[src/rtl/pe_outcha_multi_obuffer.sv]
// pe_outcha_multi_obuffer
// Turns groups of NUM_LANES output-channel pixels from a parallel PE array
// into one pixel per cycle. Valid/ready on both sides. The final group of
// a frame may be short (LAST_LANES pixels). o_last marks the frame's last pixel.
// A new group can be loaded in the same cycle that the previous group's
// last lane is taken, so a continuous stream has no bubbles.

module pe_outcha_multi_obuffer #(
    parameter int DATA_WIDTH = 8,
    parameter int NUM_LANES  = 4,
    parameter int IN_WIDTH   = 513,
    parameter int IN_HEIGHT  = 257,
    parameter int KERNEL_0   = 3,
    parameter int KERNEL_1   = 3,
    parameter int DILATION_0 = 2,
    parameter int DILATION_1 = 2,
    parameter int PADDING_0  = 2,
    parameter int PADDING_1  = 2,
    parameter int STRIDE_0   = 1,
    parameter int STRIDE_1   = 1
) (
    input  logic                            clk,
    input  logic                            rst,
    input  logic [NUM_LANES*DATA_WIDTH-1:0] i_data,
    input  logic                            i_valid,
    output logic                            i_ready,
    output logic [DATA_WIDTH-1:0]           o_data,
    output logic                            o_valid,
    input  logic                            o_ready,
    output logic                            o_last
);

    // Frame geometry derived from the conv layer shape.
    localparam int OUT_H      = (IN_HEIGHT + 2*PADDING_0 - DILATION_0*(KERNEL_0-1) - 1) / STRIDE_0 + 1;
    localparam int OUT_W      = (IN_WIDTH  + 2*PADDING_1 - DILATION_1*(KERNEL_1-1) - 1) / STRIDE_1 + 1;
    localparam int OUT_PIXELS = OUT_H * OUT_W;
    localparam int NUM_GROUPS = (OUT_PIXELS + NUM_LANES - 1) / NUM_LANES;
    localparam int LAST_REM   = OUT_PIXELS % NUM_LANES;
    localparam int LAST_LANES = (LAST_REM == 0) ? NUM_LANES : LAST_REM;

    // The lane counter only has to reach NUM_LANES-1. The lane limit has to
    // hold NUM_LANES itself, so it may need one more bit.
    localparam int LW  = (NUM_LANES  > 1) ? $clog2(NUM_LANES)  : 1;
    localparam int LLW = $clog2(NUM_LANES + 1);
    localparam int GW  = (NUM_GROUPS > 1) ? $clog2(NUM_GROUPS) : 1;

    localparam logic [LLW-1:0] LIMIT_FULL = LLW'(NUM_LANES);
    localparam logic [LLW-1:0] LIMIT_LAST = LLW'(LAST_LANES);
    localparam logic [GW-1:0]  GRP_LAST   = GW'(NUM_GROUPS - 1);

    logic [NUM_LANES-1:0][DATA_WIDTH-1:0] lanes_q;
    logic [LW-1:0]                        lane_cnt;
    logic [LLW-1:0]                       lane_limit;
    logic [GW-1:0]                        grp_cnt;
    logic                                 full;
    logic                                 is_final;

    logic [LLW-1:0] lane_last_idx;
    logic           last_lane;
    logic           accept;
    logic           drain;
    logic           grp_wrap;

    assign lane_last_idx = lane_limit - LLW'(1);
    assign last_lane     = (LLW'(lane_cnt) == lane_last_idx);
    assign grp_wrap      = (grp_cnt == GRP_LAST);

    // Ready does not depend on i_valid. The only path from an input to an
    // output is o_ready -> i_ready, which lets a new group load while the
    // last lane of the current group is taken.
    assign i_ready = ~full | (o_ready & last_lane);
    assign accept  = i_valid & i_ready;
    assign drain   = full & o_ready;

    assign o_data  = lanes_q[lane_cnt];
    assign o_valid = full;
    assign o_last  = full & is_final & last_lane;

    // Group register, lane/group counters and occupancy.
    always_ff @(posedge clk) begin
        if (rst) begin
            lanes_q    <= '0;
            lane_cnt   <= '0;
            lane_limit <= LIMIT_FULL;
            grp_cnt    <= '0;
            full       <= 1'b0;
            is_final   <= 1'b0;
        end else if (accept) begin
            lanes_q    <= i_data;
            lane_cnt   <= '0;
            full       <= 1'b1;
            lane_limit <= grp_wrap ? LIMIT_LAST : LIMIT_FULL;
            is_final   <= grp_wrap;
            grp_cnt    <= grp_wrap ? '0 : grp_cnt + GW'(1);
        end else if (drain) begin
            if (last_lane) begin
                full <= 1'b0;
            end else begin
                lane_cnt <= lane_cnt + LW'(1);
            end
        end
    end

endmodule

[config.mk]
export PLATFORM = sky130hd
export DESIGN_NAME = pe_outcha_multi_obuffer
export DESIGN_NICKNAME = d
export VERILOG_FILES = /design/src/rtl/pe_outcha_multi_obuffer.sv
export SDC_FILE = /design/constraint.sdc
export NUM_CORES = 1
export LEC_CHECK = 0
export BUFFER_PORTS_ARGS = -buffer_cell sky130_fd_sc_hd__buf_2
export CORE_MARGIN = 5
export CORE_UTILIZATION = 55
export DETAILED_ROUTE_END_ITERATION = 8
export GPL_TIMING_DRIVEN = 1
export MAX_ROUTING_LAYER = met4
export PLACE_DENSITY = 0.75
export SLEW_MARGIN = 15
export SYNTH_ARGS = -nofsm -noshare
export SYNTH_HDL_FRONTEND = slang
export SYNTH_SLANG_ARGS = --single-unit
[constraint.sdc]
create_clock -name clk -period 2.1 [get_ports clk]
set_clock_uncertainty 0.05 [all_clocks]
set_input_delay 0.42 -clock clk [delete_from_list [all_inputs] [get_ports clk]]
set_output_delay 0.42 -clock clk [all_outputs]
set_load 0.05 [all_outputs]
==> flow_metrics.tcl <==
set metrics [dict create \
    post-place-ws_ns 0.1562 \
    track_usage_pct 18.85 \
    drtIter0Drc 98 \
    hold_viol_final 0 \
    timing.final.crit_share_pct 97.23 \
    cts_max_path_buffers 2 \
    synth_area_um2 2537 \
    pin_count 47 \
    port_buffers 46 \
    clock_latency_ns 0.31 \
    avgSynthCellArea_um2 8.601 \
    drc 0 \
    status "finished, final reports clean" \
    hpwl_um 3810 \
    num_rows 24 \
    root_buffer "clkbuf_8" \
    worstPathRequired_ns 1.63 \
    post_cts_buffers 0 \
    rrSetupSlack_ns 0.25 \
    die_w_um 77.92 \
    powerDensity_nw_per_um2 647.5 \
    drive_above_1_share_pct 26.33 \
    core_area_um2 4414 \
    ys_types 48 \
    p_leak_nw 1.172 \
    postSynthNetCount 333 \
    routed_wirelength_um 5333 \
    cts_tree "done" \
    crit_fanout 8 \
    ys_seq_elements 53 \
    reg2reg_depth 8 \
    fin_area_um2 2935 \
    yosysSeqAreaShare_pct 41.81 \
    die_area_um2 6072 \
    hold-worst-slack_ns 0.2900 \
    drv_cap 0 \
    fin_crit_ns 2.042 \
    fin_nets 375 \
    cp-endpoint "o_data[0]" \
    r2r_start "grp_cnt[0]$_SDFFE_PP0P_" \
    crit_path_start "lane_cnt[0]$_SDFFE_PP0P_" \
    grt_pass1_wl_um 9232 \
    num_vias 2182 \
    grt_pass1_vias 2085 \
    vias_per_cell 5.595 \
    crit_type "reg2out" \
    drtPass1Iterations 4 \
    layout_setup_ws_ns 0.05815 \
    gp_congestion 0.8356 \
    cts.sinks 53 \
    area_growth_pct 15.68 \
    drtAntennaViolNets 0 \
    endpoint_kind "output pin" \
    dieHeight_um 77.92 \
    start_util_pct 57.48 \
    fmax_mhz 489.8 \
    globalRouteOverflowTotal 0 \
    antenna_cells 0 \
    slew_violations 0 \
    worst_pin_slew_ns 0.4844 \
    wire_per_inst_um 13.67 \
    hp-class "in2reg" \
    grt_max_degree 31 \
    path_clk_slew_ns 0.09 \
    cts-buffers-inserted 5 \
    synthCells 295 \
    power.total_w 0.001901 \
    setup_violations 0 \
    reg2reg_to "grp_cnt[6]$_SDFFE_PP0P_" \
    placed_area_um2 2811 \
    h-tree-depth 2 \
    slew_headroom_pct 67.70 \
    ys.warnings.count 0 \
    startpoint_type "register" \
    cp.arrival_ns 1.57 \
    vdd_drop_max_v 0.0004492 \
    antenna_found_initial 0 \
]
[stage by stage]
stage / TNS [ns] / instances / util (%)
floorplan: 0 / 295 / -
CTS: 0 / 390 / 66.33
detailed placement: 0 / 382 / 63.69
finish: 0 / 390 / 66.50
global route: -0.01962 / 390 / 66.50
global placement: 0 / 382 / 63.69
[critical path: stages, from the launching register on]
cell and delay (ns):
dfxtp_2 0.37, buf_8 0.16, mux4_2 0.52, buf_4 0.21
[state kept, by name, summed over array words and instances (netlist names)]
register,cells
grp_cnt,16
lane_cnt,2
lane_limit,2
lanes_q,32
o_valid,1
[repair_timing]
action	in CTS	in global routing
hold buffers	0	0
setup endpoints to repair	10	11
gates resized for setup	11	4
[cell type report]
cell class | instances | area, µm²
flip-flops and latches | 53 | 1064
fillers | 387 | 1479
clock buffers | 6 | 72.57
clock inverters | 2 | 15.01
well taps | 52 | 65.06
inverters | 5 | 18.77
multi-input cells | 215 | 1334
repair buffers | 57 | 366.6
[cell usage after synthesis, drive strengths merged]
| cell | count | share of area [%] |
|---|---|---|
| nand2 | 74 | 11 |
| dfxtp | 53 | 42 |
| a21oi | 49 | 9.7 |
| buf | 13 | 3.6 |
| nor2 | 12 | 1.8 |
| o21ai | 10 | 2.3 |
| clkbuf | 9 | 2.1 |
| mux4 | 8 | 7.1 |
| and3 | 6 | 1.7 |
| nand3 | 6 | 1.4 |
| nand4 | 6 | 1.7 |
| inv | 5 | 0.74 |
| nand3b | 4 | 1.2 |
| and3b | 3 | 1.1 |
| mux2i | 3 | 1.2 |
| nor3 | 3 | 0.79 |
| nor4 | 3 | 1.3 |
| nor4b | 3 | 1.0 |
| or3 | 3 | 0.74 |
| and4 | 2 | 0.69 |
| ha | 2 | 0.99 |
| nand2b | 2 | 0.49 |
| nor3b | 2 | 0.79 |
| xor2 | 2 | 0.69 |
| a221o | 1 | 0.44 |
| a221oi | 1 | 0.59 |
| a31oi | 1 | 0.25 |
| a32oi | 1 | 0.35 |
| a41oi | 1 | 0.35 |
| and2 | 1 | 0.25 |
| and2b | 1 | 0.35 |
| nand4b | 1 | 0.35 |
| nor2b | 1 | 0.25 |
| o211a | 1 | 0.39 |
| o21bai | 1 | 0.30 |
| or3b | 1 | 0.35 |
[cells in the final DEF (no fill, tap or decap), types with 3 or more instances in the layout]
cell,Yosys,final
nor2_1,12,12
clkbuf_8,2,5
nand4_1,5,5
inv_1,5,5
and3_1,5,5
nor4b_1,3,3
buf_4,1,14
o21ai_0,8,8
a21oi_1,49,49
nand3b_1,4,4
buf_2,7,39
nand2_1,74,74
mux2i_1,3,3
dfxtp_1,53,51
or3_1,3,3
mux4_2,8,8
nand3_1,5,5
[kinds of logic (layout without fill, tap and decap cells)]
kind of cell | count (synthesis) | after routing | share of synthesized area [%]
flops | 53 | 53 | 41.81
buf+inv | 27 | 70 | 6.460
fa+ha+maj | 2 | 2 | 0.9860
mux | 11 | 11 | 8.284
xor+xnor | 2 | 2 | 0.6905
simple gates | 134 | 134 | 27.17
compound gates | 66 | 66 | 14.60
[report_power, final]
group	internal (W)	total (W)	switching [W]	leakage [nW]
clock	0.000235	0.000561	0.000326	0.0374
sequential	0.00104	0.00107	0.0000227	0.433
combinational	0.000111	0.000272	0.000162	0.701
[per-layer routing]
metal | up-vias | wire length (µm) | track usage [%]
li1 | 1112 | - | -
met5 | - | 0 | -
met4 | 0 | 85 | 5.574
met2 | 51 | 2427 | 29.05
met1 | 1011 | 2531 | 24.49
met3 | 8 | 288 | 4.745
[how the worst min path moves through the flow]
stage	from	endpoint	slack [ns]	cells past startpoint
2_1_floorplan	lanes_q[31]$_SDFFE_PP0P_	lanes_q[31]$_SDFFE_PP0P_	0.38	2
3_3_place_gp	lanes_q[23]$_SDFFE_PP0P_	lanes_q[23]$_SDFFE_PP0P_	0.39	2
3_5_place_dp	lanes_q[16]$_SDFFE_PP0P_	lanes_q[16]$_SDFFE_PP0P_	0.40	2
4_1_cts	i_data[6]	lanes_q[6]$_SDFFE_PP0P_	0.29	3
5_1_grt	i_data[28]	lanes_q[28]$_SDFFE_PP0P_	0.28	3
6_report	i_data[28]	lanes_q[28]$_SDFFE_PP0P_	0.29	3
No activity file was read; power rests on OpenSTA's default activity.
